===== src/rtl/jtag_master.sv =====
// JTAG initiator: walks an on-board TAP from Run-Test/Idle through IR/DR scans or a reset.
// Optional feature macro JTAG_MASTER_RUNTEST_EN adds rti_cycles of Run-Test/Idle clocking before done.
module jtag_master #(
  parameter int MAX_LEN = 32,
  parameter int LEN_W   = 6,
  parameter int CLK_DIV = 4
) (
  input  logic               clk,
  input  logic               rst,
  input  logic               start,
  input  logic               cmd_ir,
  input  logic               cmd_reset,
  input  logic [LEN_W-1:0]   cmd_len,
  input  logic [MAX_LEN-1:0] cmd_data,
`ifdef JTAG_MASTER_RUNTEST_EN
  input  logic [15:0]        rti_cycles,
`endif
  output logic               ready,
  output logic               done,
  output logic [MAX_LEN-1:0] tdo_data,
  output logic               TCK,
  output logic               TMS,
  output logic               TDI,
  input  logic               TDO
);
  localparam int DIV_W  = (CLK_DIV > 1) ? $clog2(CLK_DIV) : 1;
  localparam int IDX_W  = (MAX_LEN > 1) ? $clog2(MAX_LEN) : 1;
  localparam int STEP_W = (LEN_W > 16) ? LEN_W : 16;

  typedef enum logic [2:0] {
    S_INIT, S_IDLE, S_WALK_IN, S_SHIFT, S_WALK_OUT, S_RTI, S_DONE
  } state_t;

  state_t              state;
  logic [DIV_W-1:0]    div_cnt;
  logic [STEP_W-1:0]   step, nstep;
  logic [LEN_W-1:0]    len_q, len_c;
  logic [MAX_LEN-1:0]  data_q;
  logic                ir_q, reset_q;
`ifdef JTAG_MASTER_RUNTEST_EN
  logic [15:0]         rti_q;
`endif
  logic                div_last, seg_last, nxt_tms, nxt_tdi;

  assign len_c    = (cmd_len > LEN_W'(MAX_LEN)) ? LEN_W'(MAX_LEN) : cmd_len;
  assign div_last = (div_cnt == DIV_W'(CLK_DIV - 1));
  assign nstep    = step + STEP_W'(1);

  // Each segment is a run of TCK cycles; seg_last marks the final one, nxt_* is the following bit.
  always_comb begin
    seg_last = 1'b0;
    nxt_tms  = 1'b0;
    nxt_tdi  = 1'b0;
    case (state)
      S_INIT: begin
        seg_last = (step == STEP_W'(5));
        nxt_tms  = (nstep < STEP_W'(5));
      end
      S_WALK_IN: begin
        seg_last = (step == (reset_q ? STEP_W'(5) : ir_q ? STEP_W'(3) : STEP_W'(2)));
        nxt_tms  = (nstep < (reset_q ? STEP_W'(5) : ir_q ? STEP_W'(2) : STEP_W'(1)));
      end
      S_SHIFT: begin
        seg_last = (step == STEP_W'(len_q) - STEP_W'(1));
        nxt_tms  = (nstep == STEP_W'(len_q) - STEP_W'(1));
        nxt_tdi  = data_q[nstep[IDX_W-1:0]];
      end
      S_WALK_OUT: seg_last = (step == STEP_W'(1));
`ifdef JTAG_MASTER_RUNTEST_EN
      S_RTI: seg_last = (step == STEP_W'(rti_q) - STEP_W'(1));
`endif
      default: ;
    endcase
  end

  always_ff @(posedge clk) begin
    if (rst) begin
      state    <= S_INIT;
      step     <= '0;
      div_cnt  <= '0;
      TCK      <= 1'b0;
      TMS      <= 1'b1;
      TDI      <= 1'b0;
      ready    <= 1'b0;
      done     <= 1'b0;
      tdo_data <= '0;
      len_q    <= '0;
      data_q   <= '0;
      ir_q     <= 1'b0;
      reset_q  <= 1'b0;
`ifdef JTAG_MASTER_RUNTEST_EN
      rti_q    <= '0;
`endif
    end else begin
      case (state)
        S_IDLE: if (start) begin
          ready   <= 1'b0;
          len_q   <= len_c;
          data_q  <= cmd_data;
          ir_q    <= cmd_ir;
          reset_q <= cmd_reset;
`ifdef JTAG_MASTER_RUNTEST_EN
          rti_q   <= rti_cycles;
`endif
          step    <= '0;
          div_cnt <= '0;
          TDI     <= 1'b0;
          for (int k = 0; k < MAX_LEN; k++)
            if (k >= int'(len_c)) tdo_data[k] <= 1'b0;
          // A zero-length scan never leaves Run-Test/Idle
          if (cmd_reset || len_c != '0) begin
            state <= S_WALK_IN;
            TMS   <= 1'b1;
          end else begin
            state <= S_DONE;
          end
        end
        S_DONE: begin
          if (!done) begin
            done <= 1'b1;
          end else begin
            done  <= 1'b0;
            ready <= 1'b1;
            state <= S_IDLE;
          end
        end
        default: begin
          if (!div_last) begin
            div_cnt <= div_cnt + 1'b1;
          end else begin
            div_cnt <= '0;
            if (!TCK) begin
              TCK <= 1'b1;
              if (state == S_SHIFT) tdo_data[step[IDX_W-1:0]] <= TDO;
            end else begin
              TCK <= 1'b0;
              if (!seg_last) begin
                step <= nstep;
                TMS  <= nxt_tms;
                TDI  <= nxt_tdi;
              end else begin
                step <= '0;
                case (state)
                  S_INIT: begin
                    state <= S_IDLE;
                    ready <= 1'b1;
                  end
                  S_WALK_IN: begin
                    if (reset_q) begin
                      state <= S_DONE;
                      done  <= 1'b1;
                    end else begin
                      state <= S_SHIFT;
                      TMS   <= (len_q == LEN_W'(1));
                      TDI   <= data_q[0];
                    end
                  end
                  S_SHIFT: begin
                    state <= S_WALK_OUT;
                    TMS   <= 1'b1;
                    TDI   <= 1'b0;
                  end
                  S_WALK_OUT: begin
                    TMS <= 1'b0;
`ifdef JTAG_MASTER_RUNTEST_EN
                    if (rti_q != '0) begin
                      state <= S_RTI;
                    end else
`endif
                    begin
                      state <= S_DONE;
                      done  <= 1'b1;
                    end
                  end
                  default: begin
                    state <= S_DONE;
                    done  <= 1'b1;
                  end
                endcase
              end
            end
          end
        end
      endcase
    end
  end
endmodule


===== config.mk =====
export PLATFORM = sky130hd
export DESIGN_NAME = jtag_master
export DESIGN_NICKNAME = d
export VERILOG_FILES = /design/src/rtl/jtag_master.sv
export SDC_FILE = /design/constraint.sdc
export NUM_CORES = 1
export LEC_CHECK = 0
export ABC_AREA = 1
export CAP_MARGIN = 20
export CORE_UTILIZATION = 58
export CTS_CLUSTER_SIZE = 30
export DETAILED_ROUTE_END_ITERATION = 10
export DONT_BUFFER_PORTS = 1
export PLACE_DENSITY = 0.76
export SYNTH_ARGS = -nofsm -noshare
export SYNTH_HDL_FRONTEND = slang
export SYNTH_SLANG_ARGS = --single-unit

===== constraint.sdc =====
create_clock -name clk -period 2.2 [get_ports clk]
set_input_delay 0.33 -clock clk [delete_from_list [all_inputs] [get_ports clk]]
set_output_delay 0.33 -clock clk [all_outputs]
set_load 0.01 [all_outputs]

==> run metrics <==
Worst-path clk slew 0.11 ns; arrival time worst endpoint 2.39 ns; combinational fraction of design power 4.9%; number of buffers between clock root and the deepest sink 2; Post-Place Worst Slack -0.005642 ns; async set-reset flop share out of synthesis 0%; detailed-route vias per instance 5.730; reg-to-reg endpoint tdo_data[18]; Floorplan Core Area 0.01028 sq mm; min-delay src rst; Port-buffer cells 0; fraction of layout cells with a size suffix above 1 12.25%; deepest level of the CTS H-tree 3; internal power 2291 uW; Worst Hold Path EP TMS; clock group share of total power 38.1%; clk_lat worst skew 0.40 ns; number of I/O pins 81; leak pwr 0.002698 uW; Main synth FF type sky130_fd_sc_hd__dfxtp_1; type of the most critical hold path primary input to register; switching part of the total power 26.86%; library cell with the largest summed area after synthesis sky130_fd_sc_hd__dfxtp_1; library cell with the highest instance count after synthesis sky130_fd_sc_hd__nand2_1; detail-routed net length per standard cell 16.11 microns; final critical delay including setup and external delays 2.119 ns; startpoint of the most critical register-to-register path state[0]; reg-to-reg setup timing slack 0.08 ns; WP data required 2.47 ns; crit end category register; Slew Viols, Final 0; Die Wd 105.0 microns; total negative setup slack 0 ns; total number of vias 6624; TritonCTS sink count 98; Row Count 37; endpoints failing hold 0; status finished clean; count of nets left with antenna violations after detail routing 0; maximum number of pins on one net before global-route repair 70; via count of the first global-routing pass 6027; number of detailed-route iterations in the first pass 5; Initial Utilization 59.81%; CP Max Fanout 9; global router's overall resource usage 34.07%; startpoint class of the critical path register; synth unique cells 41; overflow left after global routing 0; maximum vdd ir drop 0.4594 mV; number of DRC markers after the initial detailed-route iteration 485; RSZ-0062 raised after global routing yes; area of the mapped netlist 0.006147 sq mm; final RePlAce weighted congestion 0.9625; period utilisation layout 96.34%; Clk Tree Root Cell sky130_fd_sc_hd__clkbuf_8; Setup-failing EPs final 0; die height 105.0 microns; wire length of the first global-routing pass 29460 microns; sequential element share of the synthesized area 31.92%; total of warnings raised by yosys 0; share of Yosys cell area claimed by the top area cell type 31.92%; Worst Clk Skew 0.01610 ns; max-cap viol count 0; net switching power 841.3 uW; worst hold path cell count 2; worst reg-to-reg path cell count 13; EDFF count, synth 0; maximum frequency from static timing analysis 0.4718 GHz; number of antenna violations at the first check in global routing 0; flip-flop and latch count after synthesis 98; fin worst setup slack 0.08059 ns; critical path start-end classification register to register; total of fill cells in the finished design 1011; cell types with the largest area share after synthesis sky130_fd_sc_hd__dfxtp_1 (32%), sky130_fd_sc_hd__nand2_1 (13%), sky130_fd_sc_hd__nor2_1 (9.1%); count of mapped cells out of synthesis 993; Ant. Diodes 0; synthesis-to-layout area growth 11.50%; Final #Nets 1068; commonest cells in the netlist sky130_fd_sc_hd__nand2_1 (210), sky130_fd_sc_hd__nor2_1 (149), sky130_fd_sc_hd__inv_1 (115); aggregate routed wire length 18620 microns; power per cell area 457.0 mW/mm^2; placed wire-length estimate after detailed placement 13410 microns; CTS tree yes; DRC violation count after routing 0; sequential power share 57.0%; Die Area 0.01101 sq mm; synthesized area divided by synthesized cell count 6.190 sq um; slew of the pin with the lowest slew margin 0.6506 ns; TritonCTS Buffers 9; Net Count, Synth 1046; worst rel slew slack 56.58%
-- stage by stage --
stage          hold WS [ns]  instances  util, %  instance area, sq um  total power, uW
6_report            0.01628       1156    66.69                  6854             3133
5_1_grt             0.02372       1156    66.69                  6854             3228
4_1_cts            0.008402       1149    65.33                  6714             3144
3_5_place_dp         0.4125       1130    62.90                  6465             1951
2_1_floorplan        0.4292        993        -                  6147             1926
3_3_place_gp         0.4124       1130    62.90                  6465             1953
-- worst max-delay path, cell delays in order, from the launching register on --
cell	delay [ns]
sky130_fd_sc_hd__dfxtp_4	0.41
sky130_fd_sc_hd__nand2_2	0.10
sky130_fd_sc_hd__nor2_2	0.28
sky130_fd_sc_hd__buf_4	0.17
sky130_fd_sc_hd__inv_2	0.03
sky130_fd_sc_hd__nand2_2	0.06
sky130_fd_sc_hd__inv_2	0.05
sky130_fd_sc_hd__nor2_4	0.09
sky130_fd_sc_hd__nand2_2	0.13
sky130_fd_sc_hd__buf_4	0.22
sky130_fd_sc_hd__nor2_2	0.15
sky130_fd_sc_hd__nand3_1	0.09
sky130_fd_sc_hd__a31oi_1	0.15
sky130_fd_sc_hd__nor3_1	0.06
-- cell type report --
cell class	count	area [sq um]	area share (%)
sequential	98	1972	28.77
multi-input combinational	731	3625	52.88
timing repair buffer	51	425.4	6.207
clock inverter	6	53.80	0.7850
clock buffer	10	137.6	2.008
inverter	124	470.5	6.864
tap	136	170.2	2.483
-- worst max-delay path by stage --
stage                     cells past startpoint  startpoint           end
after floorplan                              13     step[1]           TDI
after global placement                       15     step[1]           TMS
after detailed placement                     15     step[1]           TMS
after CTS                                    16     step[1]           TMS
after global routing                         13    state[1]  tdo_data[18]
final                                        13    state[0]  tdo_data[18]
-- power by group through the flow --
stage / Clock (uW) / Combinational [uW] / Sequential [uW]
6_report: 1190 / 154 / 1780
5_1_grt: 1270 / 171 / 1790
4_1_cts: 1210 / 150 / 1790
3_5_place_dp: 0 / 124 / 1830
3_3_place_gp: 0 / 126 / 1830
2_1_floorplan: 0 / 101 / 1820
-- layer usage --
metal  GRT usage (%)  vias up  routed length (microns)
met5               0        -                        0
met4           18.41        0                      756
met3           7.174       64                     1599
met2           53.88      290                     8308
met1           43.37     2951                     7958
li1                -     3319                        -
-- layout by cell type, fill, tap and decap left out, types with 3 or more instances in the layout --
cell,netlist,layout
sky130_fd_sc_hd__nand3_1,75,74
sky130_fd_sc_hd__nor2_2,7,11
sky130_fd_sc_hd__nand3b_1,5,5
sky130_fd_sc_hd__nand2_2,6,8
sky130_fd_sc_hd__clkbuf_8,0,10
sky130_fd_sc_hd__xor2_1,5,4
sky130_fd_sc_hd__nand2_1,210,206
sky130_fd_sc_hd__nand4_1,19,19
sky130_fd_sc_hd__inv_1,115,112
sky130_fd_sc_hd__a211oi_1,8,8
sky130_fd_sc_hd__buf_4,3,46
sky130_fd_sc_hd__o21ai_1,6,4
sky130_fd_sc_hd__buf_12,0,3
sky130_fd_sc_hd__ha_1,9,6
sky130_fd_sc_hd__nor2_1,149,144
sky130_fd_sc_hd__nand2_4,1,3
sky130_fd_sc_hd__a31oi_1,7,7
sky130_fd_sc_hd__a311oi_1,3,3
sky130_fd_sc_hd__nor3_2,3,4
sky130_fd_sc_hd__dfxtp_2,0,5
sky130_fd_sc_hd__o22ai_1,3,3
sky130_fd_sc_hd__nor3_1,12,11
sky130_fd_sc_hd__a21oi_1,88,88
sky130_fd_sc_hd__o21ai_0,81,81
sky130_fd_sc_hd__nor2_4,4,6
sky130_fd_sc_hd__dfxtp_1,98,92
sky130_fd_sc_hd__inv_2,7,10
sky130_fd_sc_hd__o211ai_1,16,16
-- state kept, by name, summed over array words and instances, names as in the netlist, 2 cells and up --
register / cells
data_q: 32
tdo_data: 32
step: 16
state: 3
div_cnt: 2
len_q: 6
-- cells by family (layout without fill, tap and decap cells) --
kind of cell             after synthesis  count (layout)  share of synthesized area, %
AO/OA/AOI/OAI                        222             222                         19.97
XOR/XNOR                               6               6                        0.8549
adder cells (fa/ha/maj)                9               9                         1.832
buffers and inverters                165             191                         10.77
flip-flops                            98              98                         31.92
AND/OR/NAND/NOR                      493             494                         34.66
-- what timing repair did --
action	in CTS	in global routing
gates resized for setup	4	30
hold buffers	3	0
buffers inserted	0	6
setup endpoints to repair	1	37
endpoints found under the hold margin	31	0
pin swaps	0	5
cloned	0	1
(Power assumes the default switching activity.)
